## src/rtl/aes_pkg.sv

```systemverilog
// Shared AES definitions for the key-schedule slice: block width, round count,
// key-sequencer state encoding, Rcon constants and the S-box lookup.
// Latency: n/a (constants and pure functions). Backpressure: n/a.
package aes_pkg;

  localparam int         AES_BLOCK_SIZE = 128;
  localparam logic [3:0] AES_ROUNDS_128 = 4'd10;

  typedef enum logic [1:0] {
    ST_IDLE     = 2'd0,
    ST_EMIT_FWD = 2'd1,
    ST_EXPAND   = 2'd2,
    ST_EMIT_REV = 2'd3
  } key_state_e;

  // Rcon high bytes, indexed by the round number of the key being produced.
  // Entry 0 is never used by the schedule.
  localparam logic [10:0][7:0] AES_RCON = {
    8'h36, 8'h1b, 8'h80, 8'h40, 8'h20, 8'h10, 8'h08, 8'h04, 8'h02, 8'h01, 8'h00
  };

  function automatic logic [7:0] aes_rcon_byte(input logic [3:0] round);
    logic [7:0] r;
    r = 8'h00;
    if (round >= 4'd1 && round <= AES_ROUNDS_128) r = AES_RCON[round];
    return r;
  endfunction

  // GF(2^8) multiply modulo x^8+x^4+x^3+x+1.
  function automatic logic [7:0] aes_gf_mul(input logic [7:0] a, input logic [7:0] b);
    logic [7:0] p, aa, bb;
    p  = 8'h00;
    aa = a;
    bb = b;
    for (int i = 0; i < 8; i++) begin
      if (bb[0]) p = p ^ aa;
      aa = {aa[6:0], 1'b0} ^ (aa[7] ? 8'h1b : 8'h00);
      bb = {1'b0, bb[7:1]};
    end
    return p;
  endfunction

  // S-box as multiplicative inverse (x^254, so 0 maps to 0) followed by the
  // affine transform. Keeps the table out of the source; synthesis flattens it.
  function automatic logic [7:0] aes_sbox(input logic [7:0] x);
    logic [7:0] sq, inv;
    sq  = x;
    inv = 8'h01;
    for (int i = 1; i < 8; i++) begin
      sq  = aes_gf_mul(sq, sq);
      inv = aes_gf_mul(inv, sq);
    end
    return inv ^ {inv[6:0], inv[7]} ^ {inv[5:0], inv[7:6]}
               ^ {inv[4:0], inv[7:5]} ^ {inv[3:0], inv[7:4]} ^ 8'h63;
  endfunction

endpackage

```

## src/rtl/aes_key_expand_step.sv

```systemverilog
// One AES-128 key-schedule step: next round key from current key and Rcon byte.
// Latency: combinational. Backpressure: none (pure function of inputs).
// Ports: key_i (current key, w0 in [127:96]), rcon_i (Rcon high byte),
//        next_key_o (following round key).
module aes_key_expand_step
  import aes_pkg::*;
(
  input  logic [AES_BLOCK_SIZE-1:0] key_i,
  input  logic [7:0]                rcon_i,
  output logic [AES_BLOCK_SIZE-1:0] next_key_o
);

  logic [31:0] w0, w1, w2, w3;
  logic [31:0] rot, t;
  logic [31:0] n0, n1, n2, n3;

  assign w0 = key_i[127:96];
  assign w1 = key_i[95:64];
  assign w2 = key_i[63:32];
  assign w3 = key_i[31:0];

  assign rot = {w3[23:0], w3[31:24]};
  assign t   = {aes_sbox(rot[31:24]), aes_sbox(rot[23:16]),
                aes_sbox(rot[15:8]),  aes_sbox(rot[7:0])} ^ {rcon_i, 24'h000000};

  assign n0 = w0 ^ t;
  assign n1 = w1 ^ n0;
  assign n2 = w2 ^ n1;
  assign n3 = w3 ^ n2;

  assign next_key_o = {n0, n1, n2, n3};

endmodule

```

## src/rtl/aes_key_expansion_seq.sv

```systemverilog
// Iterative AES-128 key schedule streaming round keys 0..10 (or 10..0) one per clock.
// Latency: forward key 0 valid the cycle after Start; reverse key 10 valid 10 cycles later.
// Backpressure: Round_key_ready low holds key/idx/valid stable; Start accepted only in IDLE.
// Ports: Clk, Rst_n (async active-low); Start/Start_ready/Key handshake;
//        Round_key/Round_idx/Round_key_valid/Round_key_ready output stream.
// Optional macro AES_KEY_REVERSE_EN adds the Decrypt port, the 11-entry key
// buffer and the EXPAND/EMIT_REV states for reverse-order streaming.
module aes_key_expansion_seq
  import aes_pkg::*;
(
  input  logic                      Clk,
  input  logic                      Rst_n,
  input  logic                      Start,
  output logic                      Start_ready,
  input  logic [AES_BLOCK_SIZE-1:0] Key,
`ifdef AES_KEY_REVERSE_EN
  input  logic                      Decrypt,
`endif
  output logic [AES_BLOCK_SIZE-1:0] Round_key,
  output logic [3:0]                Round_idx,
  output logic                      Round_key_valid,
  input  logic                      Round_key_ready
);

  key_state_e                state_q, state_d;
  logic [AES_BLOCK_SIZE-1:0] key_q, key_d;
  logic [3:0]                idx_q, idx_d;
  logic                      valid_q, valid_d;
  logic                      srdy_q;
  logic [AES_BLOCK_SIZE-1:0] step_key;
  logic                      start_acc, xfer;

  assign start_acc = Start & srdy_q;
  assign xfer      = valid_q & Round_key_ready;

  // The step always produces the key for round idx_q+1, in both the forward
  // emit path and the reverse pre-expansion.
  aes_key_expand_step u_step (
    .key_i      (key_q),
    .rcon_i     (aes_rcon_byte(idx_q + 4'd1)),
    .next_key_o (step_key)
  );

`ifdef AES_KEY_REVERSE_EN
  logic [AES_BLOCK_SIZE-1:0] key_buf_q [0:10];
  logic                      buf_we;
  logic [3:0]                buf_waddr;
  logic [AES_BLOCK_SIZE-1:0] buf_wdata;

  // Key buffer has no reset: entries are always written before being read.
  always_ff @(posedge Clk) begin
    if (buf_we) key_buf_q[buf_waddr] <= buf_wdata;
  end
`endif

  always_comb begin
    state_d = state_q;
    key_d   = key_q;
    idx_d   = idx_q;
    valid_d = valid_q;
`ifdef AES_KEY_REVERSE_EN
    buf_we    = 1'b0;
    buf_waddr = idx_q + 4'd1;
    buf_wdata = step_key;
`endif
    case (state_q)
      ST_IDLE: begin
        if (start_acc) begin
          key_d = Key;
          idx_d = 4'd0;
`ifdef AES_KEY_REVERSE_EN
          if (Decrypt) begin
            state_d   = ST_EXPAND;
            buf_we    = 1'b1;
            buf_waddr = 4'd0;
            buf_wdata = Key;
          end else
`endif
          begin
            state_d = ST_EMIT_FWD;
            valid_d = 1'b1;
          end
        end
      end
      ST_EMIT_FWD: begin
        if (xfer) begin
          if (idx_q == AES_ROUNDS_128) begin
            state_d = ST_IDLE;
            valid_d = 1'b0;
          end else begin
            key_d = step_key;
            idx_d = idx_q + 4'd1;
          end
        end
      end
`ifdef AES_KEY_REVERSE_EN
      ST_EXPAND: begin
        // key_q tracks the latest expanded key; it is not visible while valid=0.
        key_d  = step_key;
        idx_d  = idx_q + 4'd1;
        buf_we = 1'b1;
        if (idx_q == AES_ROUNDS_128 - 4'd1) begin
          state_d = ST_EMIT_REV;
          valid_d = 1'b1;
        end
      end
      ST_EMIT_REV: begin
        if (xfer) begin
          if (idx_q == 4'd0) begin
            state_d = ST_IDLE;
            valid_d = 1'b0;
          end else begin
            idx_d = idx_q - 4'd1;
            key_d = key_buf_q[idx_q - 4'd1];
          end
        end
      end
`endif
      default: begin
        state_d = ST_IDLE;
        valid_d = 1'b0;
      end
    endcase
  end

  always_ff @(posedge Clk or negedge Rst_n) begin
    if (!Rst_n) begin
      state_q <= ST_IDLE;
      key_q   <= '0;
      idx_q   <= 4'd0;
      valid_q <= 1'b0;
      srdy_q  <= 1'b0;
    end else begin
      state_q <= state_d;
      key_q   <= key_d;
      idx_q   <= idx_d;
      valid_q <= valid_d;
      // Registered so Start_ready first rises one edge after reset release.
      srdy_q  <= (state_d == ST_IDLE);
    end
  end

  assign Start_ready     = srdy_q;
  assign Round_key       = key_q;
  assign Round_idx       = idx_q;
  assign Round_key_valid = valid_q;

endmodule

```

## config.mk

```make
export PLATFORM = sky130hd
export DESIGN_NAME = aes_key_expansion_seq
export DESIGN_NICKNAME = d
export VERILOG_FILES = /design/src/rtl/aes_pkg.sv /design/src/rtl/aes_key_expand_step.sv /design/src/rtl/aes_key_expansion_seq.sv
export SDC_FILE = /design/constraint.sdc
export NUM_CORES = 2
export LEC_CHECK = 0
export CAP_MARGIN = 10
export CORE_MARGIN = 2
export CORE_UTILIZATION = 59
export DETAILED_ROUTE_END_ITERATION = 7
export PLACE_DENSITY = 0.85
export SYNTH_ARGS = -nofsm -noshare
export SYNTH_HDL_FRONTEND = slang
export SYNTH_HIERARCHICAL = 1
export SYNTH_SLANG_ARGS = --single-unit
export TNS_END_PERCENT = 20
```

## constraint.sdc

```tcl
create_clock -name Clk -period 14.8 [get_ports Clk]
set_input_delay 2.96 -clock Clk [delete_from_list [all_inputs] [get_ports Clk]]
set_output_delay 2.96 -clock Clk [all_outputs]
set_load 0.02 [all_outputs]
```

# ---- Yosys cells after proc, flatten, opt, wreduce, memory -nomap -nowiden
# Memory sizes are Yosys's and may differ from the RTL's.
# Index checks and enable logic that the tools add are counted.
dict set report classes {
  n_addsub 1
  n_lt_le_gt_ge 3
  n_eq_ne 6
  mux 830
  bitwise 783
  n_reduce_logical 6
}
# operator n
set op_table {}
lappend op_table {{8-bit XOR} 744}
lappend op_table {{8-bit 2-to-1 mux} 422}
lappend op_table {{5-bit 2-to-1 mux} 368}
lappend op_table {{128-bit 2-to-1 mux} 3}
lappend op_table {{128-bit case mux with 2 select lines} 1}
lappend op_table {{32-bit XOR} 5}
lappend op_table {{4-bit 2-to-1 mux} 7}
lappend op_table {{7-bit 2-to-1 mux} 4}
lappend op_table {{1-bit NOT, first input constant} 28}
lappend op_table {{6-bit 2-to-1 mux} 4}
lappend op_table {{4-bit NOT} 4}
lappend op_table {{2-bit 2-to-1 mux} 7}
lappend op_table {{3-bit 2-to-1 mux} 4}
lappend op_table {{2-bit != test, second input constant} 4}
lappend op_table {{4-bit case mux with 2 select lines} 1}
lappend op_table {{1-bit 2-to-1 mux} 7}
lappend op_table {{4-bit by 5-bit < comparator with 1-bit output, second input constant} 1}
lappend op_table {{4-bit by 1-bit adder with 4-bit output, second input constant} 1}
lappend op_table {{4-bit == test, second input constant} 1}
lappend op_table {{4-bit by 1-bit >= comparator with 1-bit output, second input constant} 1}
lappend op_table {{4-bit less-or-equal comparator, second input constant} 1}
lappend op_table {{2-bit zero test} 2}
lappend op_table {{2-bit case mux with 2 select lines} 1}
lappend op_table {{4-bit AND reduction} 1}
lappend op_table {{6 further kinds} 7}
dict set report word_totals {
  ff_bits 136
  rom_bits 128
  word_cells 1635
  n_memories 1
}
# name words word_bits rd rd_clocked_by_memory_dff wr line
set mem_list {}
lappend mem_list {{(no name shown)} 16 8 1 0 0 aes_pkg.sv:25} ;# if (round >= 4'd1 && round <= AES_ROUNDS_128) r = AES_RCON[round];

# ---- Longest topological paths before layout
dict set report logic_depth {
  word_depth 140
  depth_mapped 69
  ltp_nobuf 56
}

# ---- Modules after synthesis
# The synthesis kept the hierarchy.
# module n_inst cells_per_inst area_per_inst_um2
set by_module_without_submodules {}
lappend by_module_without_submodules {aes_key_expand_step 1 7499 56376.6}
lappend by_module_without_submodules {aes_key_expansion_seq 1 484 7531.0}

# ---- Least setup slack after synthesis
# Ideal clock, no wire load.
dict set report synth_timing {
  kind {register -> register}
  startpoint {reg key_q[0] (netlist: Round_key[0])}
  endpoint {reg key_q[11] (netlist: Round_key[11])}
  setup_time_ps 125
  arrival_ps 16066
  required_ps 14675
  slack_ps -1391
  stages_incl_launch_ff 62
  path_buffers 9
  cell_sequence {dfrtp_1 > ha_1 > buf_2 > nand2_1 > xor2_1 > inv_1 > clkbuf_1 > clkbuf_1 > ha_1 > clkbuf_1 > inv_1 > nor2_1 > xnor2_1 > xnor2_1 > inv_1 > clkbuf_1 > buf_1 > ha_1 > [26 not listed] > buf_2 > nor2_1 > xor2_1 > xnor3_1 > xor2_1 > xor2_1 > xor2_1 > nand2_1 > xnor2_1 > xor2_1 > xnor3_1 > xor2_1 > xor2_1 > xnor2_1 > xor2_1 > xnor2_1 > mux2_4 > mux2_4}
}
dict set report synth_via {
  elab_chain_len 136
  elab_cells_between_ends 390
}
# item line
set synth_lines {}
lappend synth_lines {{from (decl)} aes_key_expansion_seq.sv:26} ;# logic [AES_BLOCK_SIZE-1:0] key_q, key_d;
lappend synth_lines {{from (signal assigned)} aes_key_expansion_seq.sv:135} ;# key_q <= key_d;
lappend synth_lines {{8-bit 2-to-1 mux} aes_pkg.sv:36} ;# if (bb[0]) p = p ^ aa;
lappend synth_lines {{8-bit XOR} aes_pkg.sv:36}
lappend synth_lines {{8-bit 2-to-1 mux} aes_pkg.sv:36}
lappend synth_lines {{8-bit XOR} aes_pkg.sv:36}
lappend synth_lines {{8-bit 2-to-1 mux} aes_pkg.sv:36}
lappend synth_lines {{8-bit XOR} aes_pkg.sv:36}
lappend synth_lines {{8-bit 2-to-1 mux} aes_pkg.sv:36}
lappend synth_lines {{8-bit XOR} aes_pkg.sv:36}
lappend synth_lines {{[122 not listed]} -}
lappend synth_lines {{via step_key[107]} aes_key_expansion_seq.sv:30} ;# logic [AES_BLOCK_SIZE-1:0] step_key;
lappend synth_lines {{32-bit XOR (*)} aes_key_expand_step.sv:27} ;# assign n1 = w1 ^ n0;
lappend synth_lines {{via step_key[75]} aes_key_expansion_seq.sv:30}
lappend synth_lines {{32-bit XOR (*)} aes_key_expand_step.sv:28} ;# assign n2 = w2 ^ n1;
lappend synth_lines {{32-bit XOR (*)} aes_key_expand_step.sv:29} ;# assign n3 = w3 ^ n2;
lappend synth_lines {{via step_key[11]} aes_key_expansion_seq.sv:30}
lappend synth_lines {{128-bit 2-to-1 mux (*)} aes_key_expansion_seq.sv:87} ;# if (idx_q == AES_ROUNDS_128) begin
lappend synth_lines {{128-bit 2-to-1 mux (*)} aes_key_expansion_seq.sv:86} ;# if (xfer) begin
lappend synth_lines {{128-bit case mux with 2 select lines (*)} aes_key_expansion_seq.sv:66} ;# case (state_q)
# Mark *: on every way through the listed nets, which the timed path passes. The rest lies on a longest branch. The select of a mux whose other input is x is not followed.
# A chain may end at the register's enable or synchronous reset.

# ---- Worst setup path in the final report
dict set report layout_timing {
  startpoint {reg key_q[23] (netlist: Round_key[23])}
  endpoint {reg key_q[61] (netlist: Round_key[61])}
}
dict set report layout_via {
  elab_chain_len 136
  elab_cells_between_ends 393
}
# item line
set layout_lines {}
lappend layout_lines {{5-bit 2-to-1 mux or 8-bit 2-to-1 mux (tied branches)} {aes_pkg.sv:37, aes_pkg.sv:36}}
lappend layout_lines {{8-bit XOR (on tied branches)} {aes_pkg.sv:37, aes_pkg.sv:36}}
lappend layout_lines {{8-bit XOR or 8-bit 2-to-1 mux (tied branches)} aes_pkg.sv:36}
lappend layout_lines {{8-bit 2-to-1 mux or 8-bit XOR (tied branches)} aes_pkg.sv:36}
lappend layout_lines {{8-bit XOR or 8-bit 2-to-1 mux (tied branches)} aes_pkg.sv:36}
lappend layout_lines {{8-bit 2-to-1 mux or 8-bit XOR (tied branches)} aes_pkg.sv:36}
lappend layout_lines {{8-bit XOR or 8-bit 2-to-1 mux (tied branches)} aes_pkg.sv:36}
lappend layout_lines {{8-bit 2-to-1 mux or 8-bit XOR (tied branches)} aes_pkg.sv:36}
lappend layout_lines {{[122 not listed]} -}
lappend layout_lines {{32-bit XOR (*)} aes_key_expand_step.sv:26} ;# assign n0 = w0 ^ t;
lappend layout_lines {{via step_key[125]} aes_key_expansion_seq.sv:30}
lappend layout_lines {{32-bit XOR (*)} aes_key_expand_step.sv:27}
lappend layout_lines {{32-bit XOR (*)} aes_key_expand_step.sv:28}
lappend layout_lines {{via step_key[61]} aes_key_expansion_seq.sv:30}
lappend layout_lines {{128-bit 2-to-1 mux (*)} aes_key_expansion_seq.sv:87}
lappend layout_lines {{128-bit 2-to-1 mux (*)} aes_key_expansion_seq.sv:86}
lappend layout_lines {{128-bit case mux with 2 select lines (*)} aes_key_expansion_seq.sv:66}
# Marks and branches as above.

==> insert_results.sql <==
INSERT INTO impl_metrics (metric_group, metric, value, unit) VALUES
('outcome', 'status', 'complete, but fails checks', ''),
('outcome', 'violations', 'design-rule violations, negative setup slack', ''),
('global_routing', 'grt_overflow_total', '0', ''),
('synth', 'yosys-top-cells-area', 'xnor2_1, xnor3_1, nor2_1', ''),
('synth', 'synth_top_area_cell', 'xnor2_1', ''),
('route', 'total_vias_in_the_final_route', '68330', ''),
('finish', 'final.fill_count', '6766', ''),
('finish', 'layout.cells.non_filler', '10050', ''),
('synth', 'synth.ff_latch_count', '136', ''),
('route', 'routed_wirelength', '237800', 'µm'),
('setup_path', 'worst-endpoint-required', '15.21', 'ns'),
('synth', 'yosys-top-cells-count', 'xnor2_1, nor2_1, nand2_1', ''),
('global_routing', 'grt_antenna_before_repair', '5', ''),
('placed_design', 'final_weighted_congestion_in_routability_driven_placement', '1.031', ''),
('route', 'drtIter0Drc', '11670', ''),
('hold_path', 'hold_class', 'flop to flop', ''),
('timing', 'hold_violations', '0', ''),
('floorplan', 'die-width', '333.1', 'µm'),
('setup_path', 'critPathKind', 'flop to flop', ''),
('global_routing', 'first_global_vias', '61320', ''),
('floorplan', 'fp.dieH', '333.1', 'µm'),
('finish', 'post_route_cells_drive_above_1_share', '23.75', '%'),
('synth', 'synthesis.area_per_instance', '8.005', 'µm²'),
('finish', 'multi_input_comb_area', '62120', 'µm²'),
('floorplan', 'initial_core_util', '59.61', '%'),
('synth', 'post_synth_num_cell_types', '115', ''),
('clocking', 'cts_buf_count', '17', ''),
('setup_path', 'signal_arrival_time_at_the_worst_endpoint', '15.65', 'ns'),
('finish', 'post-route-util', '72.71', '%'),
('clocking', 'clock-sinks', '136', ''),
('setup_path', 'cp-start-kind', 'flop', ''),
('floorplan', 'placement_rows', '120', ''),
('floorplan', 'ioPinCount', '266', ''),
('timing', 'setup_viol_count_final', '47', ''),
('setup_path', 'rr_worst_depth', '58', ''),
('setup_path', 'r2r_setup_slack', '-0.44', 'ns'),
('synth', 'synth_ff_type', 'dfrtp_1', ''),
('finish', 'fin_nets', '8792', ''),
('clocking', 'cts_htree_levels', '4', ''),
('clocking', 'cts.path.max_buffers', '2', ''),
('finish', 'register_area', '3418', 'µm²'),
('clocking', 'path_clk_slew', '0.07', 'ns'),
('placed_design', 'placed_wire_length_estimate', '151700', 'µm'),
('setup_path', 'worstPathMaxFanout', '7', ''),
('route', 'drc_viols', '83', ''),
('setup_path', 'critical-path-top-cell-by-count', 'buf_4', ''),
('clocking', 'cts_tree', 'built', ''),
('setup_path', 'cp-startpoint', 'Round_key[23]$_DFFE_PN0P_', ''),
('setup_path', 'cp_slowest_stage_delay', '0.54', 'ns'),
('global_routing', 'grt_pass1_wl', '329100', 'µm'),
('timing', 'setup_ws', '-0.4437', 'ns'),
('timing', 'unrepaired_setup_endpoints_after_global_routing', 'true', ''),
('setup_path', 'reg2reg_from', 'Round_key[23]$_DFFE_PN0P_', ''),
('timing', 'timing.final.max_slew_violations', '0', ''),
('route', 'wl_per_cell', '23.65', 'µm'),
('route', 'drt-pass1-iter-count', '8', ''),
('route', 'antenna_left', '0', ''),
('setup_path', 'worst_setup_path_endpoint', 'Round_key[61]$_DFFE_PN0P_', ''),
('setup_path', 'r2r_end', 'Round_key[61]$_DFFE_PN0P_', ''),
('synth', 'synth_edf_count', '0', ''),
('synth', 'synthDominantCellAreaShare', '22.00', '%'),
('placed_design', 'numPlacedInstances', '9764', ''),
('setup_path', 'worstSetupEndpointType', 'flop', ''),
('timing', 'max_slew.worst_pin.slew', '1.370', 'ns'),
('clocking', 'insertion_delay', '0.54', 'ns'),
('placed_design', 'dp_worst_setup_slack', '-0.7804', 'ns'),
('timing', 'final.period_utilization', '103.0', '%'),
('synth', 'synthesized_netlist_net_count', '8140', ''),
('global_routing', 'grt_start_max_net_pins', '73', ''),
('setup_path', 'slowest_stage', 'xnor3_2', ''),
('synth', 'syn_area', '63910', 'µm²');
flip-flops by register name, summed over array words and instances, names as in the netlist:
name	cells
Round_key_valid	1
Round_key	128
Start_ready	1
state_q	2
Round_idx	4
through the flow:
step / setup TNS, ns / cell area (µm²) / hold slack (ns)
5_1_grt: -42.97 / 77940 / 0.5888
2_1_floorplan: -0.07976 / 64230 / 0.5040
3_3_place_gp: -8.753 / 71430 / 0.5321
4_1_cts: -0.7246 / 73600 / 0.5626
3_5_place_dp: -41.18 / 71430 / 0.5465
6_report: -12.30 / 77950 / 0.5620
cells by family after synthesis:
logic type,synth area share (%)
XOR/XNOR,48.00
AND/OR/NAND/NOR,16.95
AO/OA/AOI/OAI,15.38
buffers and inverters,4.258
multiplexers,9.566
flip-flops,5.325
adder cells (fa/ha/maj),0.5051
other,0.005868
cell type report:
cell class | instances | share of cell area [%]
Clock inverter | 15 | 0.2649
Clock buffer | 17 | 0.5458
Inverter | 101 | 0.4960
Tap cell | 1403 | 2.252
Timing Repair Buffer | 1159 | 12.36
Sequential cell | 136 | 4.385
Multi-Input combinational cell | 7220 | 79.69
Antenna cell | 3 | 0.009631
worst max-delay path, delay by kind of cell, from the launching register on:
family                     cells  cell delay (ns)
muxes                          3             0.82
AOI/OAI and AO/OA             19             4.62
buffers and inverters          8             1.21
adders and majority gates      2             0.58
DFF                            1             0.43
xor gates and xnor gates      18             5.23
and+or+nand+nor                8             2.19
cell usage in the layout, fill, tap and decap left out, types with 34 or more instances in the layout:
master / n
mux2i_1: 199
xor2_2: 85
nor3_1: 198
inv_1: 73
nand3_1: 152
a31oi_1: 64
nand2b_1: 62
nor2b_1: 54
dfrtp_1: 124
or3_1: 34
clkdlybuf4s50_1: 264
xnor3_2: 132
mux2_2: 157
nor2_1: 1089
a21oi_1: 416
nand2_1: 683
o21ai_0: 300
xnor2_1: 1354
a22oi_1: 60
a211oi_1: 69
and3_1: 43
o211ai_1: 56
buf_4: 856
xor2_1: 395
xnor3_1: 281
xor3_1: 34
mux2_4: 146
o22ai_1: 102
xnor2_2: 262
xnor2_4: 63
timing repair:
action,4_1_cts,5_1_grt
hold buffers,0,0
endpoints found under the setup margin,122,128
pin swaps,42,196
gates resized for setup,179,477
setup buffers,55,197
gates cloned,0,2
endpoints found under the hold margin,0,0
worst min path at each step:
stage / endpoint / from / slack (ns) / cells past startpoint
global route: Round_key[46]$_DFFE_PN0P_ / Round_key[46]$_DFFE_PN0P_ / 0.59 / 1
detailed placement: Round_key[62]$_DFFE_PN0P_ / Round_key[62]$_DFFE_PN0P_ / 0.55 / 1
global placement: Round_key[86]$_DFFE_PN0P_ / Round_key[86]$_DFFE_PN0P_ / 0.53 / 1
floorplan: Round_key_valid$_DFFE_PN0P_ / state_q[1]$_DFF_PN0_ / 0.50 / 1
finish: Round_key[61]$_DFFE_PN0P_ / Round_key[61]$_DFFE_PN0P_ / 0.56 / 1
CTS: Round_key[62]$_DFFE_PN0P_ / Round_key[62]$_DFFE_PN0P_ / 0.56 / 1
routing by layer:
layer	track usage (%)	share of wire (%)
met3	7.436	14
met1	45.50	35
met2	58.09	44
met4	16.53	7.3
met5	0	0.036
Power is left out: the tool's default activity adds up to more than one toggle a clock period on the data nets, which glitch-free logic cannot reach.
